$ cat src/rtl/cpu_run_pkg.sv
// Shared types and constants for the CPU run-control monitor.
// The tohost mailbox encoding is: bit0 set means done, value 1 means pass.
package cpu_run_pkg;

    typedef enum logic [1:0] {
        HOLD,
        RUN,
        DONE,
        TIMEOUT
    } run_state_t;

    localparam int TOHOST_DONE_BIT  = 0;
    localparam int TOHOST_PASS_CODE = 1;

endpackage

$ cat src/rtl/sat_counter.sv
// Up-counter that sticks at all-ones instead of wrapping.
// A synchronous clear has priority over the increment enable.
module sat_counter #(
    parameter int W = 32
) (
    input  logic         clk,
    input  logic         reset,
    input  logic         clr,
    input  logic         en,
    output logic [W-1:0] q
);

    always_ff @(posedge clk) begin
        if (reset || clr) begin
            q <= '0;
        end else if (en && (q != '1)) begin
            q <= q + W'(1);
        end
    end

endmodule

$ cat src/rtl/cpu_run_monitor.sv
// Holds the core in reset, then counts run cycles and stores and
// latches completion from a tohost mailbox store or a cycle-budget timeout.
module cpu_run_monitor
    import cpu_run_pkg::*;
#(
    parameter int              ADDR_W         = 32,
    parameter int              DATA_W         = 32,
    parameter int              CNT_W          = 32,
    parameter int unsigned     RST_CYCLES     = 4,
    parameter logic [ADDR_W-1:0] TOHOST_ADDR  = ADDR_W'(32'h4000_0010),
    parameter int unsigned     TIMEOUT_CYCLES = 100000
) (
    input  logic              clk,
    input  logic              reset,
    output logic              cpu_reset,
    input  logic [ADDR_W-1:0] MemBus_Address,
    input  logic [DATA_W-1:0] MemBus_Write_Data,
    input  logic              MemWrite_origin,
    output logic              done,
    output logic              pass,
    output logic              timeout,
    output logic [DATA_W-1:0] fail_code,
    output logic [CNT_W-1:0]  cycle_count,
    output logic [CNT_W-1:0]  store_count
);

    // Thresholds compared at 64 bits so a budget beyond the counter
    // range simply never fires instead of aliasing after truncation.
    localparam logic [63:0] HOLD_LAST = 64'(RST_CYCLES) - 64'd1;
    localparam logic [63:0] TO_LAST   = 64'(TIMEOUT_CYCLES) - 64'd1;
    localparam bit          TO_ON     = (TIMEOUT_CYCLES != 0);

    run_state_t       state;
    run_state_t       state_n;
    logic [CNT_W-1:0] hold_q;
    logic             is_hold;
    logic             is_run;
    logic             hold_end;
    logic             complete;
    logic             at_limit;

    assign is_hold  = (state == HOLD);
    assign is_run   = (state == RUN);
    assign hold_end = (64'(hold_q) == HOLD_LAST);
    assign at_limit = TO_ON && (64'(cycle_count) == TO_LAST);

    assign complete = is_run
                    && MemWrite_origin
                    && (MemBus_Address == TOHOST_ADDR)
                    && MemBus_Write_Data[TOHOST_DONE_BIT];

    always_ff @(posedge clk) begin
        if (reset) begin
            state <= HOLD;
        end else begin
            state <= state_n;
        end
    end

    always_comb begin
        state_n   = state;
        cpu_reset = 1'b1;
        unique case (state)
            HOLD: begin
                if (hold_end) begin
                    state_n = RUN;
                end
            end
            RUN: begin
                cpu_reset = 1'b0;
                if (complete) begin
                    state_n = DONE;
                end else if (at_limit) begin
                    state_n = TIMEOUT;
                end
            end
            DONE: begin
                state_n = DONE;
            end
            TIMEOUT: begin
                state_n = TIMEOUT;
            end
            default: begin
                state_n = HOLD;
            end
        endcase
    end

    // Completion takes priority over the timeout on the same cycle.
    always_ff @(posedge clk) begin
        if (reset) begin
            done      <= 1'b0;
            pass      <= 1'b0;
            timeout   <= 1'b0;
            fail_code <= '0;
        end else if (complete) begin
            done      <= 1'b1;
            pass      <= (MemBus_Write_Data == DATA_W'(TOHOST_PASS_CODE));
            fail_code <= MemBus_Write_Data >> 1;
        end else if (is_run && at_limit) begin
            timeout   <= 1'b1;
        end
    end

    sat_counter #(.W(CNT_W)) u_hold (
        .clk   (clk),
        .reset (reset),
        .clr   (!is_hold),
        .en    (is_hold),
        .q     (hold_q)
    );

    sat_counter #(.W(CNT_W)) u_cycle (
        .clk   (clk),
        .reset (reset),
        .clr   (1'b0),
        .en    (is_run),
        .q     (cycle_count)
    );

    sat_counter #(.W(CNT_W)) u_store (
        .clk   (clk),
        .reset (reset),
        .clr   (1'b0),
        .en    (is_run && MemWrite_origin),
        .q     (store_count)
    );

endmodule

$ cat config.mk
export PLATFORM = sky130hd
export DESIGN_NAME = cpu_run_monitor
export DESIGN_NICKNAME = d
export VERILOG_FILES = /design/src/rtl/cpu_run_pkg.sv /design/src/rtl/sat_counter.sv /design/src/rtl/cpu_run_monitor.sv
export SDC_FILE = /design/constraint.sdc
export NUM_CORES = 1
export LEC_CHECK = 0
export CORE_MARGIN = 2
export CORE_UTILIZATION = 49
export DETAILED_ROUTE_END_ITERATION = 7
export PLACE_DENSITY = 0.88
export SYNTH_ARGS = -nofsm -noshare
export SYNTH_HDL_FRONTEND = slang
export SYNTH_SLANG_ARGS = --single-unit
$ cat constraint.sdc
create_clock -name clk -period 2.9 [get_ports clk]
set_clock_uncertainty 0.05 [all_clocks]
set_input_delay 0.58 -clock clk [delete_from_list [all_inputs] [get_ports clk]]
set_output_delay 0.58 -clock clk [all_outputs]
set_load 0.03 [all_outputs]
==> metrics.log <==
INFO  metric post_cts.repair.setup_buffers = 0
INFO  metric final_common_cell = clkdlybuf4s50_1
INFO  metric leakage = 2.807 nW
INFO  metric die_height = 118.8 um
INFO  metric placedInstanceArea = 8303 um^2
INFO  metric first_iter_violations = 540
INFO  metric synth_top_flop_cell = dfxtp_1
INFO  metric num_io_pins = 167
INFO  metric worst_slew_pin_slew = 883.0 ps
INFO  metric final_cell_area = 8946 um^2
INFO  metric cts-hold-fix-buffers = 0
INFO  metric synth_area_per_inst = 8.012 um^2
INFO  metric crit-reg2reg-capture = u_cycle.q[4]
INFO  metric grt_pass1_vias = 6385
INFO  metric finalHoldViolCount = 0
INFO  metric detailedPlacementHpwl = 13120 um
INFO  metric design.final.nets = 1039
INFO  metric layout-drive-gt1-share = 0.07943
INFO  metric post-route-worst-setup-slack = 136.7 ps
INFO  metric die_x = 118.8 um
INFO  metric globalRouteOverflowTotal = 0
INFO  metric most-common-layout-cells = clkdlybuf4s50_1, dfxtp_1, nand2_1
INFO  metric synth_nets = 876
INFO  metric cts.sink_count = 132
INFO  metric post_cts_resized = 0
INFO  metric grt_start_max_net_pins = 50
INFO  metric met2_wirelength = 9180 um
INFO  metric insertedDiodeCount = 0
INFO  metric wirelength_routed = 19040 um
INFO  metric async_reset_ff_frac = 0
INFO  metric core_area = 12720 um^2
INFO  metric fin_util = 0.7032
INFO  metric yosysWarningCount = 0
INFO  metric route.met3.wl = 1259 um
INFO  metric worst-path-max-fanout = 8
INFO  metric timing.critical_path.required = 2270 ps
INFO  metric worst_ep_arrival_time = 2130 ps
INFO  metric finalWorstPathRequiredPeriod = 2763 ps
INFO  metric count_of_flip_flops_with_a_built_in_enable_after_synthesis = 0
INFO  metric row_count = 41
INFO  metric hold_path.startpoint = fail_code[3]
INFO  metric syn_inst = 806
INFO  metric tritoncts.num_buffers = 17
INFO  metric timing.hold.worst_endpoint = fail_code[3]
INFO  metric ys_ff_latch = 132
INFO  metric detail-route-antenna-nets = 0
INFO  metric fp.dieArea = 14110 um^2
INFO  metric cts_root_buf = clkbuf_16
INFO  metric fin_tns_setup = 0 ps
INFO  metric fillCellCount = 1039
INFO  metric power.density_cell_area = 488.6 nW/um^2
INFO  metric slew_headroom = 0.4073
INFO  metric dp_worst_setup_slack = 112.3 ps
INFO  metric grt_pass1_wl = 31230 um
INFO  metric place_congestion = 0.8746
INFO  metric max_cap_viol_count = 0
INFO  metric timing.reg2reg.setup_slack = 420 ps
INFO  metric synth_cell_type_count = 59
INFO  metric synth.yosys.seq_area_share = 0.4092
INFO  metric clock_insertion_delay_worst_skew = 420 ps
INFO  metric maxClockFrequency = 361.9 MHz
INFO  metric worst_vdd_rail_ir_drop = 355.2 uV
INFO  metric rr_startpoint = u_cycle.q[12]
INFO  metric sort_of_element_at_the_start_of_the_critical_path = flip-flop
INFO  metric grt_setup_unrepaired = false
INFO  metric status = finished, final reports clean
INFO  metric mappedNetlistArea = 6457 um^2
INFO  metric htreeDepth = 4
INFO  metric area.growth.synth_to_final = 38.54%
INFO  metric total_number_of_vias = 6856
INFO  metric critPathKind = reg2out
INFO  metric finalSetupViolations = 0
INFO  metric slew_violations = 0
INFO  metric holdWs = 399.3 ps
INFO  metric worst_setup_path_end_kind = output port
INFO  metric routedLengthMet1 = 8271 um
INFO  metric tritoncts = built
INFO  metric vias_per_cell = 5.941
INFO  metric r2r.worst_path.cells = 6
INFO  metric start_util = 0.5076
INFO  metric antenna_found_initial = 0
INFO  metric final.period_utilization = 0.9529
INFO  metric grt_usage = 0.2687
INFO  metric detailedRoute.firstPassIterationCount = 5
INFO  metric topRoutingLayerUsed = met4
INFO  metric clock_path_buffers = 2
INFO  metric drc_errors = 0
INFO  metric clk_pin_slew_worst_paths = 60 ps
INFO  metric place.port_buffers = 165
INFO  metric routed_wire_length_per_instance = 16.50 um
INFO  metric hold-path-cell-count = 2
INFO  metric worst_hold_path_type = reg2reg
## layer usage
metal | track usage | vias up
li1 | - | 3352
met1 | 0.3537 | 3199
met2 | 0.4346 | 265
met3 | 0.06853 | 40
met4 | 0.07813 | 0
met5 | 0 | -
## area by class of cell
cell class	count	area [um^2]	area share
Timing Repair Buffer	185	1812	0.2025
Multi-Input combinational cell	620	3585	0.4007
Tap cell	172	215.2	0.02406
Sequential cell	132	2643	0.2954
Inverter	13	48.80	0.005455
Clock inverter	12	176.4	0.01972
Clock buffer	20	466.7	0.05217
## sequential cells by signal (all words and copies together) (netlist names)
name / flops
u_store.q: 32
u_hold.q: 32
timeout: 1
pass: 1
done: 1
fail_code: 31
state: 2
u_cycle.q: 32
## worst max-delay path by stage
stage                       start            to  slack, ps  cells past startpoint
2_1_floorplan       u_cycle.q[24]  u_cycle.q[3]        510                      7
3_3_place_gp   MemBus_Address[16]       timeout        190                      7
3_5_place_dp   MemBus_Address[16]          pass        110                      6
4_1_cts                  state[1]     cpu_reset        170                      3
5_1_grt                  state[1]     cpu_reset         90                      3
6_report                 state[1]     cpu_reset        140                      3
## cell families after synthesis
logic type,synth area share
other,0.0005807
AO/OA/AOI/OAI,0.1800
adder cells (fa/ha/maj),0.005813
flip-flops,0.4092
XOR/XNOR,0.01899
AND/OR/NAND/NOR,0.3352
multiplexers,0.01376
buffers and inverters,0.03642
## stage by stage
step / power (mW) / std cells
after floorplan: 1.950 / 806
after global placement: 2.077 / 1122
after detailed placement: 2.082 / 1122
after CTS: 4.385 / 1154
after global routing: 4.476 / 1154
final: 4.371 / 1154
## worst max-delay path, stage by stage (launching register included)
cell	delay [ps]
dfxtp_1	510
and2b_1	310
inv_1	190
clkdlybuf4s50_1	700
## where the power goes
part / switching, mW / leakage [nW] / internal (mW)
Combinational: 0.0996 / 1.43 / 0.114
Clock: 0.818 / 0.312 / 1.51
Sequential: 0.0110 / 1.06 / 1.82
## cells in the mapped netlist, drive strengths merged, types with 15 or more instances
master,count,area [um^2]
a21oi,104,520.5
clkbuf,29,110.1
dfxtp,132,2643
nand2,106,397.9
nand3,32,160.2
nand4,48,312.8
nor2,42,160.2
nor4,32,212.7
o21ai,47,235.2
or3,50,312.8
or4,15,112.6
Power figures use the tool's default switching activity.
